===== src/rtl/ascii_display_ctrl_pkg.sv =====
// Shared constants for the ASCII scrolling display controller and its decoder.
package ascii_display_ctrl_pkg;

  localparam logic [7:0] ASCII_SPACE = 8'h20;
  localparam logic [7:0] ASCII_BS    = 8'h08;
  localparam logic [7:0] ASCII_CR    = 8'h0D;
  localparam logic [7:0] ASCII_LF    = 8'h0A;
  localparam logic [7:0] PRINT_MIN   = 8'h20;
  localparam logic [7:0] PRINT_MAX   = 8'h7E;
  localparam logic [6:0] SEG_BLANK   = 7'h7F;

  function automatic logic is_printable(input logic [7:0] c);
    return (c >= PRINT_MIN) && (c <= PRINT_MAX);
  endfunction

endpackage


===== src/rtl/ascii_to_7_segment.sv =====
// Combinational ASCII to active-low 7-segment decoder, bit order {g,f,e,d,c,b,a}.
module ascii_to_7_segment
  import ascii_display_ctrl_pkg::*;
(
  input  logic [7:0] ascii,
  output logic [6:0] seg_c
);

  // Hex digits only; anything unmapped (space included) goes dark.
  always_comb begin
    seg_c = SEG_BLANK;
    case (ascii)
      8'h30: seg_c = 7'b1000000;
      8'h31: seg_c = 7'b1111001;
      8'h32: seg_c = 7'b0100100;
      8'h33: seg_c = 7'b0110000;
      8'h34: seg_c = 7'b0011001;
      8'h35: seg_c = 7'b0010010;
      8'h36: seg_c = 7'b0000010;
      8'h37: seg_c = 7'b1111000;
      8'h38: seg_c = 7'b0000000;
      8'h39: seg_c = 7'b0010000;
      8'h41, 8'h61: seg_c = 7'b0001000;
      8'h42, 8'h62: seg_c = 7'b0000011;
      8'h43, 8'h63: seg_c = 7'b1000110;
      8'h44, 8'h64: seg_c = 7'b0100001;
      8'h45, 8'h65: seg_c = 7'b0000110;
      8'h46, 8'h66: seg_c = 7'b0001110;
      default: seg_c = SEG_BLANK;
    endcase
  end

endmodule


===== src/rtl/ascii_display_ctrl.sv =====
// Scrolling character buffer fed by UART bytes, scanned onto a multiplexed
// active-low 7-segment display through one shared decoder.
module ascii_display_ctrl
  import ascii_display_ctrl_pkg::*;
#(
  parameter int unsigned NUM_DIGITS  = 4,
  parameter int unsigned REFRESH_DIV = 50000
) (
  input  logic                              clk,
  input  logic                              rst_n,
  input  logic [7:0]                        rx_data,
  input  logic                              rx_valid,
  output logic [6:0]                        seg,
  output logic [NUM_DIGITS-1:0]             digit_en,
  output logic [$clog2(NUM_DIGITS+1)-1:0]   char_count
);

  localparam int unsigned CNT_W = $clog2(NUM_DIGITS + 1);
  localparam int unsigned IDX_W = $clog2(NUM_DIGITS);
  localparam int unsigned DIV_W = $clog2(REFRESH_DIV);

  logic [7:0]       chars     [NUM_DIGITS];
  logic [7:0]       chars_nxt [NUM_DIGITS];
  logic [CNT_W-1:0] count_nxt;
  logic [DIV_W-1:0] refresh_cnt;
  logic [IDX_W-1:0] scan_idx;
  logic [7:0]       scan_char_c;
  logic [6:0]       seg_dec_c;

  // Next buffer contents for the received control or printable byte.
  always_comb begin
    chars_nxt = chars;
    count_nxt = char_count;
    if (rx_valid) begin
      if (is_printable(rx_data)) begin
        for (int i = NUM_DIGITS - 1; i >= 1; i--) chars_nxt[i] = chars[i-1];
        chars_nxt[0] = rx_data;
        if (char_count != CNT_W'(NUM_DIGITS)) count_nxt = char_count + CNT_W'(1);
      end else if (rx_data == ASCII_BS) begin
        if (char_count != '0) begin
          for (int i = 0; i < NUM_DIGITS - 1; i++) chars_nxt[i] = chars[i+1];
          chars_nxt[NUM_DIGITS-1] = ASCII_SPACE;
          count_nxt = char_count - CNT_W'(1);
        end
      end else if ((rx_data == ASCII_CR) || (rx_data == ASCII_LF)) begin
        for (int i = 0; i < NUM_DIGITS; i++) chars_nxt[i] = ASCII_SPACE;
        count_nxt = '0;
      end
    end
  end

  always_ff @(posedge clk) begin
    if (!rst_n) begin
      for (int i = 0; i < NUM_DIGITS; i++) chars[i] <= ASCII_SPACE;
      char_count <= '0;
    end else begin
      chars      <= chars_nxt;
      char_count <= count_nxt;
    end
  end

  // Refresh timer; the scan moves to the next digit on the last tick of each window.
  always_ff @(posedge clk) begin
    if (!rst_n) begin
      refresh_cnt <= '0;
      scan_idx    <= '0;
    end else if (refresh_cnt == DIV_W'(REFRESH_DIV - 1)) begin
      refresh_cnt <= '0;
      scan_idx    <= (scan_idx == IDX_W'(NUM_DIGITS - 1)) ? '0 : scan_idx + IDX_W'(1);
    end else begin
      refresh_cnt <= refresh_cnt + DIV_W'(1);
    end
  end

  assign scan_char_c = chars[scan_idx];

  ascii_to_7_segment u_dec (
    .ascii (scan_char_c),
    .seg_c (seg_dec_c)
  );

  // seg and digit_en share one register stage so they switch together.
  always_ff @(posedge clk) begin
    if (!rst_n) begin
      seg      <= SEG_BLANK;
      digit_en <= '1;
    end else begin
      seg      <= seg_dec_c;
      digit_en <= ~(NUM_DIGITS'(1) << scan_idx);
    end
  end

endmodule


===== config.mk =====
export PLATFORM = sky130hd
export DESIGN_NAME = ascii_display_ctrl
export DESIGN_NICKNAME = d
export VERILOG_FILES = /design/src/rtl/ascii_display_ctrl_pkg.sv /design/src/rtl/ascii_to_7_segment.sv /design/src/rtl/ascii_display_ctrl.sv
export SDC_FILE = /design/constraint.sdc
export NUM_CORES = 1
export LEC_CHECK = 0
export ABC_AREA = 0
export CAP_MARGIN = 20
export CORE_UTILIZATION = 63
export CTS_CLUSTER_DIAMETER = 30
export DETAILED_ROUTE_END_ITERATION = 6
export GPL_TIMING_DRIVEN = 0
export PLACE_DENSITY_LB_ADDON = 0.25
export SLEW_MARGIN = 20
export SYNTH_ARGS = -nofsm -noshare
export SYNTH_HDL_FRONTEND = slang
export SYNTH_HIERARCHICAL = 1
export SYNTH_SLANG_ARGS = --single-unit

===== constraint.sdc =====
create_clock -name clk -period 4.1 [get_ports clk]
set_clock_uncertainty 0.15 [all_clocks]
set_input_delay 0.615 -clock clk [delete_from_list [all_inputs] [get_ports clk]]
set_output_delay 0.615 -clock clk [all_outputs]
set_load 0.02 [all_outputs]

==> metrics.md, run 1 <==
| Metric | Value |
|---|---|
| # resized after CTS | 0 |
| Final Max Tran Viols | 0 |
| Max rail drop VDD | 340 µV |
| Overflow after GRT | 0 |
| Synth Register Bits | 64 |
| Largest net degree at the start of global routing | 13 |
| Maxcap violations | 0 |
| CP endpoint kind | flip-flop |
| Total track usage | 32.2% |
| Status | completed |
| GPL Wtd Cong | 0.881 |
| CP arrival | 3.43 ns |
| Tmin final | 3.37 ns |
| CTS tree | yes |
| Top post-synthesis cells by area | dfxtp_1 39%, nor2_1 5.7%, mux4_2 5.5% |
| Delay of the slowest critical-path stage | 0.80 ns |
| Post-synth cell types | 56 |
| First-pass GRT wire length | 13.5 mm |
| Setup TNS | 0 ns |
| Nets | 423 |
| Initial Utilization | 67.4% |
| Fin. Hold Viols | 0 |
| Worst-path clk slew | 0.07 ns |
| Wirelength, routed | 8.18 mm |
| Drt via density | 6.42 |
| Hold Crit Class | reg2reg |
| Seq/Total Area, Yosys | 39.2% |
| CTS Buffer Depth | 2 |
| Post-Place Cells | 460 |
| Root Driver | clkbuf_8 |
| Worst setup SP type | flip-flop |
| DR iter-0 viols | 281 |
| Num CTS Buffers | 9 |
| Measured slew at the worst slew-check pin | 0.934 ns |
| Commonest non-fill, non-tap cell in the layout | dfxtp_1 |
| Leakage power | 1.31 nW |
| # clock sinks | 64 |
| Power, Total | 1.45 mW |
| Register-to-register setup slack | 0.73 ns |
| Yosys top cell area share | 39.2% |
| Antenna diodes | 0 |
| Vias in the first global route | 2869 |
| H-tree depth | 3 |
| Post-synth EDFFs | 0 |
| Mapped Cells | 369 |
| Post-Syn Nets | 388 |
| Critical path class | reg2reg |
| Die X | 74.0 µm |
| Die Area | 5480 µm² |
| Crit-path max FO | 10 |
| Bufs and invs on worst path | 1 |
| Post-CTS Setup Repair Bufs | 0 |
| Cell taking the most area after synthesis | dfxtp_1 |
| WL/cell | 17.2 µm |
| Fmax | 0.297 GHz |
| Initial antenna violation count | 0 |
| Synth async-reset ratio | 0% |
| Synthesized area | 3270 µm² |
| RSZ-0062 raised after global routing | no |
| Yosys Warn Count | 6 |
| CP cell instances | clkbuf_1, mux4_2, nor3b_1, a21oi_1, o41ai_1, a21oi_1, nand2b_1 |
| Hold-fix buffers, CTS | 0 |
| Remaining DRCs | 0 |
| Routed Antenna Nets | 0 |
| Leading cell types in the layout, fill and taps excluded | 64 x dfxtp_1, 50 x nor2_1, 25 x nor3_1 |
| Slowest stage cell on the critical path | nor3b_1 |
| Layout area overhead | 16.7% |
| Ys flop type | dfxtp_1 |
| Initial DRT Pass Iterations | 7 |
| Pwr/cell area | 380 nW/µm² |
| Final Setup Violations | 0 |
| Core area | 4850 µm² |
| Max_slew headroom | 37.6% |
| Clock latency on the worst-skew pair | 0.34 ns |
| Delay-heaviest family, CP | simple AND/OR/NAND/NOR gates |
| Layout cells sized above 1 | 10.8% |
| Die Ht | 74.0 µm |
| Row cnt | 25 |
| Num ports | 25 |
| Mapped Avg Cell Area | 8.86 µm² |
| DP HPWL | 5.47 mm |
| Crit-path most repeated cell | a21oi_1 |
| DR vias | 3054 |
| PortBufs | 24 |
| Final period utilization | 82.1% |
| WP data required | 4.16 ns |
| Post-Layout Cell Count | 476 |
registers in the layout (all words and copies together), names as in the netlist:
register and count:
char_count 3, chars 32, digit_en 4, refresh_cnt 16, scan_idx 2, seg 7
cell families (layout without fill, tap and decap cells):
logic type / Yosys count / count (layout) / share of synthesized area (%)
and+or+nand+nor: 156 / 156 / 23.5
AOI/OAI and AO/OA: 79 / 79 / 19.0
DFF: 64 / 64 / 39.2
buffers and inverters: 39 / 79 / 5.67
xor gates and xnor gates: 14 / 14 / 3.75
muxes: 9 / 9 / 5.82
adders and majority gates: 8 / 8 / 3.06
worst register-to-register path: cells and delay by family, from the launching register on:
kind	cells	cell delay (ns)
muxes	1	0.66
DFF	1	0.36
and+or+nand+nor	2	0.94
AOI/OAI and AO/OA	3	0.47
buffers and inverters	1	0.66
cells in the mapped netlist (2+ instances only):
cell,count
a211oi_1,2
a21boi_0,2
a21oi_1,22
a221oi_1,20
a31oi_1,2
buf_2,6
buf_4,2
buf_6,3
clkbuf_1,15
dfxtp_1,64
ha_1,8
inv_1,11
mux4_2,8
nand2_1,23
nand2b_1,12
nand3_1,21
nand4_1,6
nor2_1,50
nor2b_1,2
nor3_1,25
nor3b_1,2
nor4_1,3
o21a_1,5
o21ai_0,4
o221a_1,2
o221ai_1,6
or2_1,2
xnor2_1,7
xor2_1,7
worst paths after layout:
path                     from  endpoint  cells past startpoint
setup / recovery  scan_idx[0]    seg[3]                      7
hold / removal       chars[4]  chars[4]                      2
setup reg to reg  scan_idx[0]    seg[3]                      7
hold reg to reg      chars[4]  chars[4]                      2
metal layers:
metal	up-vias	routed length [µm]	GRT usage [%]
met4	0	167	12.8
met3	25	709	7.18
met1	1425	3270	40.0
li1	1421	-	-
met2	183	4030	54.3
met5	-	0	0
report_power, final:
group          internal (mW)  switching [mW]
Clock                  0.343           0.258
Sequential             0.644          0.0194
Combinational         0.0774           0.108
through the flow:
step	worst slack [ns]	cell area (µm²)	utilization [%]	hold WS, ns
finish	0.732	3810	78.6	0.328
global route	0.382	3810	78.6	0.348
CTS	0.828	3810	78.6	0.323
detailed placement	0.840	3590	74.1	0.307
global placement	0.951	3590	74.1	0.296
floorplan	1.35	3270	-	0.280
final cells by class:
class,count,area (µm²)
Multi-Input combinational cell,266,1800
Sequential cell,64,1280
Fill cell,325,1040
Timing Repair Buffer,24,240
Buffer,28,144
Clock buffer,9,124
Clock inverter,7,96.3
Tap cell,67,83.8
Inverter,11,41.3
No activity file was read; power rests on OpenSTA's default activity.
==> run 2, diff against run 1 <==
- CORE_UTILIZATION: 63 -> 58
- clock period: 4.1 -> 3.3 ns (I/O delays scaled with it)
==> run 2 against run 1 <==
  * First-iteration DRC count down 2.5%
  * Total power increased by 13%
  * Non-clock buffer count did not move
==> metrics.md, run 2 (synthesized netlist as in run 1, its figures left out) <==
| Metric | Value |
|---|---|
| CP endpoint kind | flip-flop |
| Pwr/cell area | 435 nW/µm² (+14%) |
| Initial antenna violation count | 0 (unchanged) |
| Worst setup endpoint | seg[3] |
| Top reg by flops | chars |
| Core area | 5270 µm² (+8.7%) |
| H-tree depth | 3 (unchanged) |
| Remaining DRCs | 0 (unchanged) |
| Final period utilization | 85.5% (+3.3 points) |
| Num CTS Buffers | 9 (unchanged) |
| Fill cell count | 414 (+27%) |
| Multi-input logic area | 1810 µm² (+0.28%) |
| Status | completed |
| Post-CTS Setup Repair Bufs | 0 (unchanged) |
| DP Area | 3600 µm² (+0.10%) |
| GPL Wtd Cong | 0.901 (+2.3%) |
| First-pass GRT wire length | 12.7 mm (-5.7%) |
| Commonest non-fill, non-tap cell in the layout | dfxtp_1 |
| FF-to-FF End | seg[3] |
| # clock sinks | 64 (unchanged) |
| Maxcap violations | 0 (unchanged) |
| Initial Utilization | 62.0% (-5.4 points) |
| Total track usage | 27.2% (-5.0 points) |
| Max_slew headroom | 58.6% (+21 points) |
| CP cell instances | clkbuf_2, mux4_2, and4bb_2, buf_2, buf_4, a21oi_1, o41ai_1, a21oi_1, nand2b_1 |
| Layout cells sized above 1 | 11.2% (+0.49 points) |
| Leading registers by flop count | chars (32), refresh_cnt (16), seg (7) |
| WL/cell | 15.9 µm (-7.4%) |
| CTS Buffer Depth | 2 (unchanged) |
| Clock latency on the worst-skew pair | 0.35 ns (about the same) |
| Worst reg2reg startpoint | scan_idx[0] |
| Initial DRT Pass Iterations | 5 (-2) |
| Worst setup SP type | flip-flop |
| Worst-path clk slew | 0.07 ns (about the same) |
| Largest net degree at the start of global routing | 12 (-1) |
| Final Max Tran Viols | 0 (unchanged) |
| Final Setup Violations | 0 (unchanged) |
| Setup TNS | 0 ns (unchanged) |
| RSZ-0062 raised after global routing | no |
| Critical path launch point | scan_idx[0] |
| Final instance area | 3770 µm² (-0.98%) |
| Fmax | 0.354 GHz (+19%) |
| Num ports | 25 (unchanged) |
| Tmin final | 2.82 ns (-0.547 ns) |
| Delay of the slowest critical-path stage | 0.63 ns (-0.17 ns) |
| Vias in the first global route | 2715 (-5.4%) |
| Layout area overhead | 15.5% |
| Reg area | 1280 µm² (unchanged) |
| Leading cell types in the layout, fill and taps excluded | 64 x dfxtp_1, 50 x nor2_1, 25 x nor3_1 |
| Register-to-register setup slack | 0.48 ns (-0.25 ns) |
| CP arrival | 2.90 ns (-0.53 ns) |
| Antenna diodes | 0 (unchanged) |
| DR vias | 2895 (-5.2%) |
| Die Area | 5940 µm² (+8.4%) |
| Overflow after GRT | 0 (unchanged) |
| Hold Crit Class | reg2reg |
| PortBufs | 24 (unchanged) |
| Critical path class | reg2reg |
| CTS tree | yes |
| Die Ht | 77.1 µm (+4.1%) |
| Measured slew at the worst slew-check pin | 0.620 ns (-0.314 ns) |
| R2R depth | 9 (+2) |
| DR iter-0 viols | 274 (-2.5%) |
| Fin. Hold Viols | 0 (unchanged) |
| Routed Antenna Nets | 0 (unchanged) |
| Die X | 77.1 µm (+4.1%) |
| Hold WS | 0.320 ns (-0.00782 ns) |
| Root Driver | clkbuf_8 |
| Nets | 423 (unchanged) |
| Wirelength, routed | 7.62 mm (-6.8%) |
| Drt via density | 6.04 (-5.8%) |
| Max rail drop VDD | 264 µV (-23%) |
| DP HPWL | 5.28 mm (-3.5%) |
| Crit-path max FO | 10 (unchanged) |
| Row cnt | 26 (+4.0%) |
| Crit-path most repeated cell | a21oi_1 |
| Max FFs per register | 32 (unchanged) |
| Slowest stage cell on the critical path | mux4_2 |
| Leakage power | 1.29 nW (-1.4%) |
| WP data required | 3.38 ns (-0.78 ns) |
run 2: worst min path at each step:
stage,start,to,slack [ns],depth (start not counted)
4_1_cts,refresh_cnt[0],refresh_cnt[0],0.32,1
6_report,refresh_cnt[0],refresh_cnt[0],0.32,1
2_1_floorplan,refresh_cnt[0],refresh_cnt[0],0.28,1
5_1_grt,refresh_cnt[0],refresh_cnt[0],0.34,1
3_5_place_dp,refresh_cnt[0],refresh_cnt[0],0.31,1
3_3_place_gp,refresh_cnt[0],refresh_cnt[0],0.29,1
run 2: where the power goes:
part	switching, mW	leakage (nW)	internal [mW]
logic	0.131	0.680	0.0963
clock network	0.305	0.0878	0.287
registers	0.0232	0.521	0.801
run 2: per-stage QoR:
stage	utilization [%]	power, mW	setup WS [ns]	std cells
global placement	68.2	1.06	0.138	463
floorplan	-	0.990	0.548	369
detailed placement	68.2	1.06	0.129	463
CTS	71.5	1.65	0.107	479
finish	71.6	1.64	0.479	479
global route	71.6	1.72	0.220	479
run 2: final cells by class:
type / instances / area share [%]
Multi-Input combinational cell: 266 / 47.9
Sequential cell: 64 / 33.9
Timing Repair Buffer: 24 / 6.36
Buffer: 28 / 3.84
Clock buffer: 10 / 3.65
Tap cell: 70 / 2.32
Inverter: 11 / 1.09
Clock inverter: 6 / 0.928
run 2: routing by layer:
metal	wire length, µm	share of wire [%]	track usage [%]	vias to the layer above
li1	-	-	-	1418
met1	3220	42	34.2	1327
met2	3560	47	42.7	128
met3	613	8.0	6.90	22
met4	229	3.0	14.9	0
met5	0	0	0	-
run 2: critical path, delay by kind of cell, from the launching register on:
| kind | cells | cell delay (ns) |
|---|---|---|
| AND/OR/NAND/NOR | 2 | 0.45 |
| AO/OA/AOI/OAI | 3 | 0.39 |
| buffers and inverters | 3 | 0.72 |
| flip-flops | 1 | 0.35 |
| multiplexers | 1 | 0.63 |
run 2: repair_timing:
| item | in CTS | in global routing |
|---|---|---|
| hold buffers | 0 | 0 |
| endpoints found under the setup margin | 0 | 4 |
| gates resized for setup | 0 | 4 |
